File: src/rtl/liteic_pkg.sv
// Shared types and defaults for the liteic crossbar node arbiters.
package liteic_pkg;

    typedef enum logic [1:0] {
        ARB_IDLE,
        ARB_ADDR,
        ARB_RESP
    } liteic_arb_state_e;

    localparam int IC_WR_ARB_TIMEOUT = 256;

endpackage

File: src/rtl/liteic_rr_pick.sv
// Rotating-priority picker: the first set request strictly after ptr (mod NUM_REQ) wins.
module liteic_rr_pick #(
    parameter  int NUM_REQ  = 4,
    localparam int ID_WIDTH = $clog2(NUM_REQ)
) (
    input  logic [NUM_REQ-1:0]  req,
    input  logic [ID_WIDTH-1:0] ptr,
    output logic [NUM_REQ-1:0]  onehot,
    output logic [ID_WIDTH-1:0] id,
    output logic                any
);

    logic [ID_WIDTH-1:0] idx;

    // The scan ends on ptr itself, so the previous owner has the lowest priority.
    always_comb begin
        onehot = '0;
        id     = '0;
        any    = 1'b0;
        idx    = '0;
        for (int i = 1; i <= NUM_REQ; i++) begin
            idx = ID_WIDTH'((int'(ptr) + i) % NUM_REQ);
            if (!any && req[idx]) begin
                onehot[idx] = 1'b1;
                id          = idx;
                any         = 1'b1;
            end
        end
    end

endmodule

File: src/rtl/liteic_slave_write_arbiter.sv
// Round-robin write-path owner for one slave node: holds a grant across AW+W+B
// and opens each channel mux only while that channel is still expected.
module liteic_slave_write_arbiter
    import liteic_pkg::*;
#(
    parameter  int NUM_REQ        = 4,
    parameter  int TIMEOUT_CYCLES = IC_WR_ARB_TIMEOUT,
    localparam int ID_WIDTH       = $clog2(NUM_REQ)
) (
    input  logic                clk_i,
    input  logic                rstn_i,
    input  logic [NUM_REQ-1:0]  req_i,
    input  logic                aw_hs_i,
    input  logic                w_hs_i,
    input  logic                b_hs_i,
    output logic [NUM_REQ-1:0]  grant_onehot_o,
    output logic [ID_WIDTH-1:0] grant_id_o,
    output logic                grant_val_o,
    output logic                aw_open_o,
    output logic                w_open_o,
    output logic                b_open_o,
    output logic                err_timeout_o,
    output logic                err_proto_o
);

    localparam int CNT_W = (TIMEOUT_CYCLES > 0) ? $clog2(TIMEOUT_CYCLES + 1) : 1;
    localparam logic [CNT_W-1:0] WD_LIMIT = CNT_W'(TIMEOUT_CYCLES);

    liteic_arb_state_e   state;
    logic [ID_WIDTH-1:0] ptr_r;
    logic                aw_done_r;
    logic                w_done_r;
    logic [CNT_W-1:0]    wd_cnt_r;

    logic [NUM_REQ-1:0]  pick_onehot;
    logic [ID_WIDTH-1:0] pick_id;
    logic                pick_any;
    logic                aw_done_nxt;
    logic                w_done_nxt;
    logic [CNT_W-1:0]    wd_next;
    logic                wd_hit;
    logic                proto_hit;

    liteic_rr_pick #(
        .NUM_REQ (NUM_REQ)
    ) u_pick (
        .req    (req_i),
        .ptr    (ptr_r),
        .onehot (pick_onehot),
        .id     (pick_id),
        .any    (pick_any)
    );

    // A zero limit leaves the counter parked at 0 and never raises the flag.
    always_comb begin
        aw_done_nxt = aw_done_r | aw_hs_i;
        w_done_nxt  = w_done_r | w_hs_i;
        wd_next     = (wd_cnt_r == WD_LIMIT) ? wd_cnt_r : wd_cnt_r + CNT_W'(1);
        wd_hit      = (TIMEOUT_CYCLES != 0) && (wd_next == WD_LIMIT);
        proto_hit   = (aw_hs_i && !aw_open_o) || (w_hs_i && !w_open_o) || (b_hs_i && !b_open_o);
    end

    always_ff @(posedge clk_i) begin
        if (!rstn_i) begin
            state          <= ARB_IDLE;
            ptr_r          <= ID_WIDTH'(NUM_REQ - 1);
            grant_onehot_o <= '0;
            grant_id_o     <= '0;
            grant_val_o    <= 1'b0;
            aw_open_o      <= 1'b0;
            w_open_o       <= 1'b0;
            b_open_o       <= 1'b0;
            aw_done_r      <= 1'b0;
            w_done_r       <= 1'b0;
            wd_cnt_r       <= '0;
            err_timeout_o  <= 1'b0;
            err_proto_o    <= 1'b0;
        end else begin
            err_proto_o <= err_proto_o | proto_hit;
            if (state == ARB_IDLE) begin
                wd_cnt_r <= '0;
            end else begin
                wd_cnt_r <= wd_next;
                if (wd_hit) begin
                    err_timeout_o <= 1'b1;
                end
            end

            case (state)
                ARB_IDLE: begin
                    if (pick_any) begin
                        grant_onehot_o <= pick_onehot;
                        grant_id_o     <= pick_id;
                        grant_val_o    <= 1'b1;
                        aw_open_o      <= 1'b1;
                        w_open_o       <= 1'b1;
                        state          <= ARB_ADDR;
                    end
                end
                // AW and W may finish in either order or together.
                ARB_ADDR: begin
                    aw_done_r <= aw_done_nxt;
                    w_done_r  <= w_done_nxt;
                    aw_open_o <= !aw_done_nxt;
                    w_open_o  <= !w_done_nxt;
                    if (aw_done_nxt && w_done_nxt) begin
                        b_open_o <= 1'b1;
                        state    <= ARB_RESP;
                    end
                end
                ARB_RESP: begin
                    if (b_hs_i) begin
                        ptr_r          <= grant_id_o;
                        grant_onehot_o <= '0;
                        grant_id_o     <= '0;
                        grant_val_o    <= 1'b0;
                        b_open_o       <= 1'b0;
                        aw_done_r      <= 1'b0;
                        w_done_r       <= 1'b0;
                        state          <= ARB_IDLE;
                    end
                end
                default: state <= ARB_IDLE;
            endcase
        end
    end

endmodule

File: config.mk
export PLATFORM = sky130hd
export DESIGN_NAME = liteic_slave_write_arbiter
export DESIGN_NICKNAME = d
export VERILOG_FILES = /design/src/rtl/liteic_pkg.sv /design/src/rtl/liteic_rr_pick.sv /design/src/rtl/liteic_slave_write_arbiter.sv
export SDC_FILE = /design/constraint.sdc
export NUM_CORES = 1
export LEC_CHECK = 0
export CAP_MARGIN = 25
export CORE_MARGIN = 2
export CORE_UTILIZATION = 35
export CTS_CLUSTER_DIAMETER = 60
export CTS_CLUSTER_SIZE = 40
export DETAILED_ROUTE_END_ITERATION = 8
export PLACE_DENSITY_LB_ADDON = 0.05
export SLEW_MARGIN = 15
export SYNTH_ARGS = -nofsm -noshare
export SYNTH_HDL_FRONTEND = slang
export SYNTH_HIERARCHICAL = 1
export SYNTH_SLANG_ARGS = --single-unit
File: constraint.sdc
create_clock -name clk_i -period 6.34 [get_ports clk_i]
set_clock_uncertainty 0.15 [all_clocks]
set_input_delay 1.268 -clock clk_i [delete_from_list [all_inputs] [get_ports clk_i]]
set_output_delay 1.268 -clock clk_i [all_outputs]
set_load 0.005 [all_outputs]
==> flow_summary.json <==
{
  "io_pins": 21,
  "use_met1": 0.197,
  "p_sw_mw": 0.105,
  "clkPwrFrac": 0.278,
  "ant_nets": 0,
  "drv_cap": 0,
  "grt_pass1_vias": 1522,
  "via_count": 1650,
  "via_per_inst": 5.37,
  "rows": 26,
  "nNetsFinal": 257,
  "final_util": 0.419,
  "grt_pass1_wl_um": 7130,
  "fp.coreArea_um2": 5170,
  "sw_frac_of_total": 0.286,
  "area_growth_syn_to_layout_pct": 13.6,
  "grt.overflow.total": 0,
  "dieArea_um2": 6050,
  "use_met2": 0.230,
  "relSlewSlack": 0.467,
  "power_density_nw_per_um2": 170,
  "rsz0062_at_grt": "no",
  "ir_worst_vdd_mv": 0.112,
  "synthCells": 226,
  "cts_hold_buf": 0,
  "postCtsSetupRepairBufs": 0,
  "fin_tns_setup_ns": 0,
  "root_buffer": "clkbuf_8",
  "initial_core_util": 0.369,
  "startpoint_type": "input pin",
  "fmax_ghz": 0.293,
  "antenna_found_initial": 0,
  "clock_path_buffers": 2,
  "rr_startpoint": "ptr_r[0]",
  "synthDistinctLibCells": 53,
  "dieWidth_um": 77.8,
  "ys.flop_type": "dfxtp_1",
  "p_seq_frac": 0.517,
  "reg2reg_depth": 8,
  "ctsHtreeMaxLevel": 1,
  "wire_per_inst_um": 13.3,
  "cts.clk_slew.worst_paths_ns": 0.10,
  "avgSynthCellArea_um2": 8.44,
  "crit_fanout": 16,
  "intPower_mw": 0.263,
  "endpoint": "grant_onehot_o[2]",
  "drt_iter0_markers": 93,
  "p_leak_nw": 0.852,
  "layout_common_cells": "27 x dfxtp_1, 21 x nor2_1, 20 x clkdlybuf4s50_1",
  "rrSetupSlack_ns": 3.12,
  "synth_edf_count": 0,
  "min_period_over_period": 0.539,
  "ys_top_cells_by_area": "dfxtp_1 28%, ha_1 6.6%, nor2_1 4.1%",
  "pre_cts_ws_ns": 2.65,
  "yosysTopAreaCell": "dfxtp_1",
  "dpl.cell_count": 303,
  "worst_slack_ns": 2.92,
  "die_h_um": 77.8,
  "netlist_area_um2": 1910,
  "ys_ff_latch": 27,
  "critical_path_class": "input pin to flop",
  "place.gp.congestion": 0.863,
  "ctsResizeCount": 0,
  "gr-usage-all-layers": 0.141,
  "async_flop_share": 0,
  "status": "finished clean",
  "worst-endpoint-required_ns": 6.36,
  "fin_crit_ns": 3.42,
  "synth_nets": 245,
  "finalHoldViolCount": 0,
  "top_usage_layer": "met2",
  "r2r-end": "grant_onehot_o[2]",
  "drv_slew": 0,
  "grt_max_degree": 22,
  "drt-total-wl_um": 4070,
  "synth_warnings": 6,
  "pwr-share-comb": 0.205,
  "cts_buffers": 3,
  "yosys.area.top_type_share": 0.283,
  "synth_seq_area_share": 0.283,
  "first_pass_iters": 4,
  "end_kind": "flop",
  "fin_cells": 307,
  "cts_tree": "yes",
  "port-buffer-count": 20,
  "diodes": 0,
  "report.final.setup_viol": 0,
  "drive_above_1_share": 0.0717,
  "tightest_slew_ns": 0.798,
  "hold_class": "flop to flop",
  "cts_sinks": 27,
  "drc": 0,
  "dp_hpwl_um": 3030,
  "cp.arrival_ns": 3.43,
  "met3_usage": 0.0256,
  "mostFrequentLayoutCell": "dfxtp_1",
  "clk_latency_ns": 0.27,
  "startpoint": "req_i[0]",
  "hold_depth": 1,
  "fin_total_pwr_mw": 0.368
}
[metrics by stage]
step	area, µm²	hold WS (ns)
after floorplan	1910	0.311
after global placement	2120	0.320
after detailed placement	2120	0.318
after CTS	2170	0.342
after global routing	2170	0.369
final	2170	0.336
[synth_stat cells (3+ instances only)]
cell type  number
a21oi_1         6
nor2_1         21
clkbuf_1        5
inv_1          14
nand4_1         8
dfxtp_1        27
o21ai_0         9
ha_1           10
a211oi_1        4
a2111o_1        4
a31oi_1         7
xor2_1          4
or3_1           5
nor2b_1        10
o31ai_1         4
buf_6           3
mux2i_1         6
nand3_1         3
o211a_1         4
xnor2_1         5
nand2_1        18
o22ai_1         3
a22oi_1         6
buf_2           5
[power groups by stage]
stage | clock (mW) | combinational (mW) | sequential (mW)
after global placement | 0 | 0.0771 | 0.194
after floorplan | 0 | 0.0514 | 0.191
final | 0.102 | 0.0754 | 0.190
after global routing | 0.115 | 0.0855 | 0.192
after CTS | 0.109 | 0.0762 | 0.190
after detailed placement | 0 | 0.0760 | 0.194
[worst min path at each step]
| stage | from | end | slack [ns] |
|---|---|---|---|
| floorplan | err_timeout_o | err_timeout_o | 0.31 |
| global placement | err_proto_o | err_proto_o | 0.32 |
| detailed placement | err_proto_o | err_proto_o | 0.32 |
| finish | err_proto_o | err_proto_o | 0.34 |
| CTS | b_open_o | b_open_o | 0.34 |
| global route | err_timeout_o | err_timeout_o | 0.37 |
[sequential cells by signal, indices dropped and copies added (netlist names)]
name	flops
w_done_r	1
aw_done_r	1
grant_id_o	2
b_open_o	1
err_timeout_o	1
grant_onehot_o	4
state	2
ptr_r	2
aw_open_o	1
wd_cnt_r	9
grant_val_o	1
w_open_o	1
err_proto_o	1
[area by class of cell]
class / instances / area [µm²]
clock buffer: 3 / 41.3
clock inverter: 1 / 8.76
fill: 518 / 3010
inverter: 15 / 56.3
multi-input combinational: 171 / 1230
sequential: 27 / 541
tap: 70 / 87.6
timing repair buffer: 20 / 200
[critical path: stages]
cell and delay (ns):
clkdlybuf4s50_1 0.60, mux4_2 0.70, nand4_1 0.16, o31ai_1 0.07, or3_1 0.40, a22oi_1 0.18, nor2b_1 0.06
[metal layers]
metal  up-vias  routed length (µm)
met5         -                   0
met4         0                  26
met3         4                 176
met2        37                1900
met1       766                1970
li1        843                   -
[cells by family (layout without fill, tap and decap cells)]
logic type                 count (synthesis)  count (layout)  synth area share
adders and majority gates                 10              10            0.0656
DFF                                       27              27             0.283
buffers and inverters                     28              39            0.0702
muxes                                      9               9            0.0610
xor gates and xnor gates                   9               9            0.0413
AOI/OAI and AO/OA                         59              59             0.223
and+or+nand+nor                           84              84             0.255
Note: power is estimated with default switching activity, not from simulation.
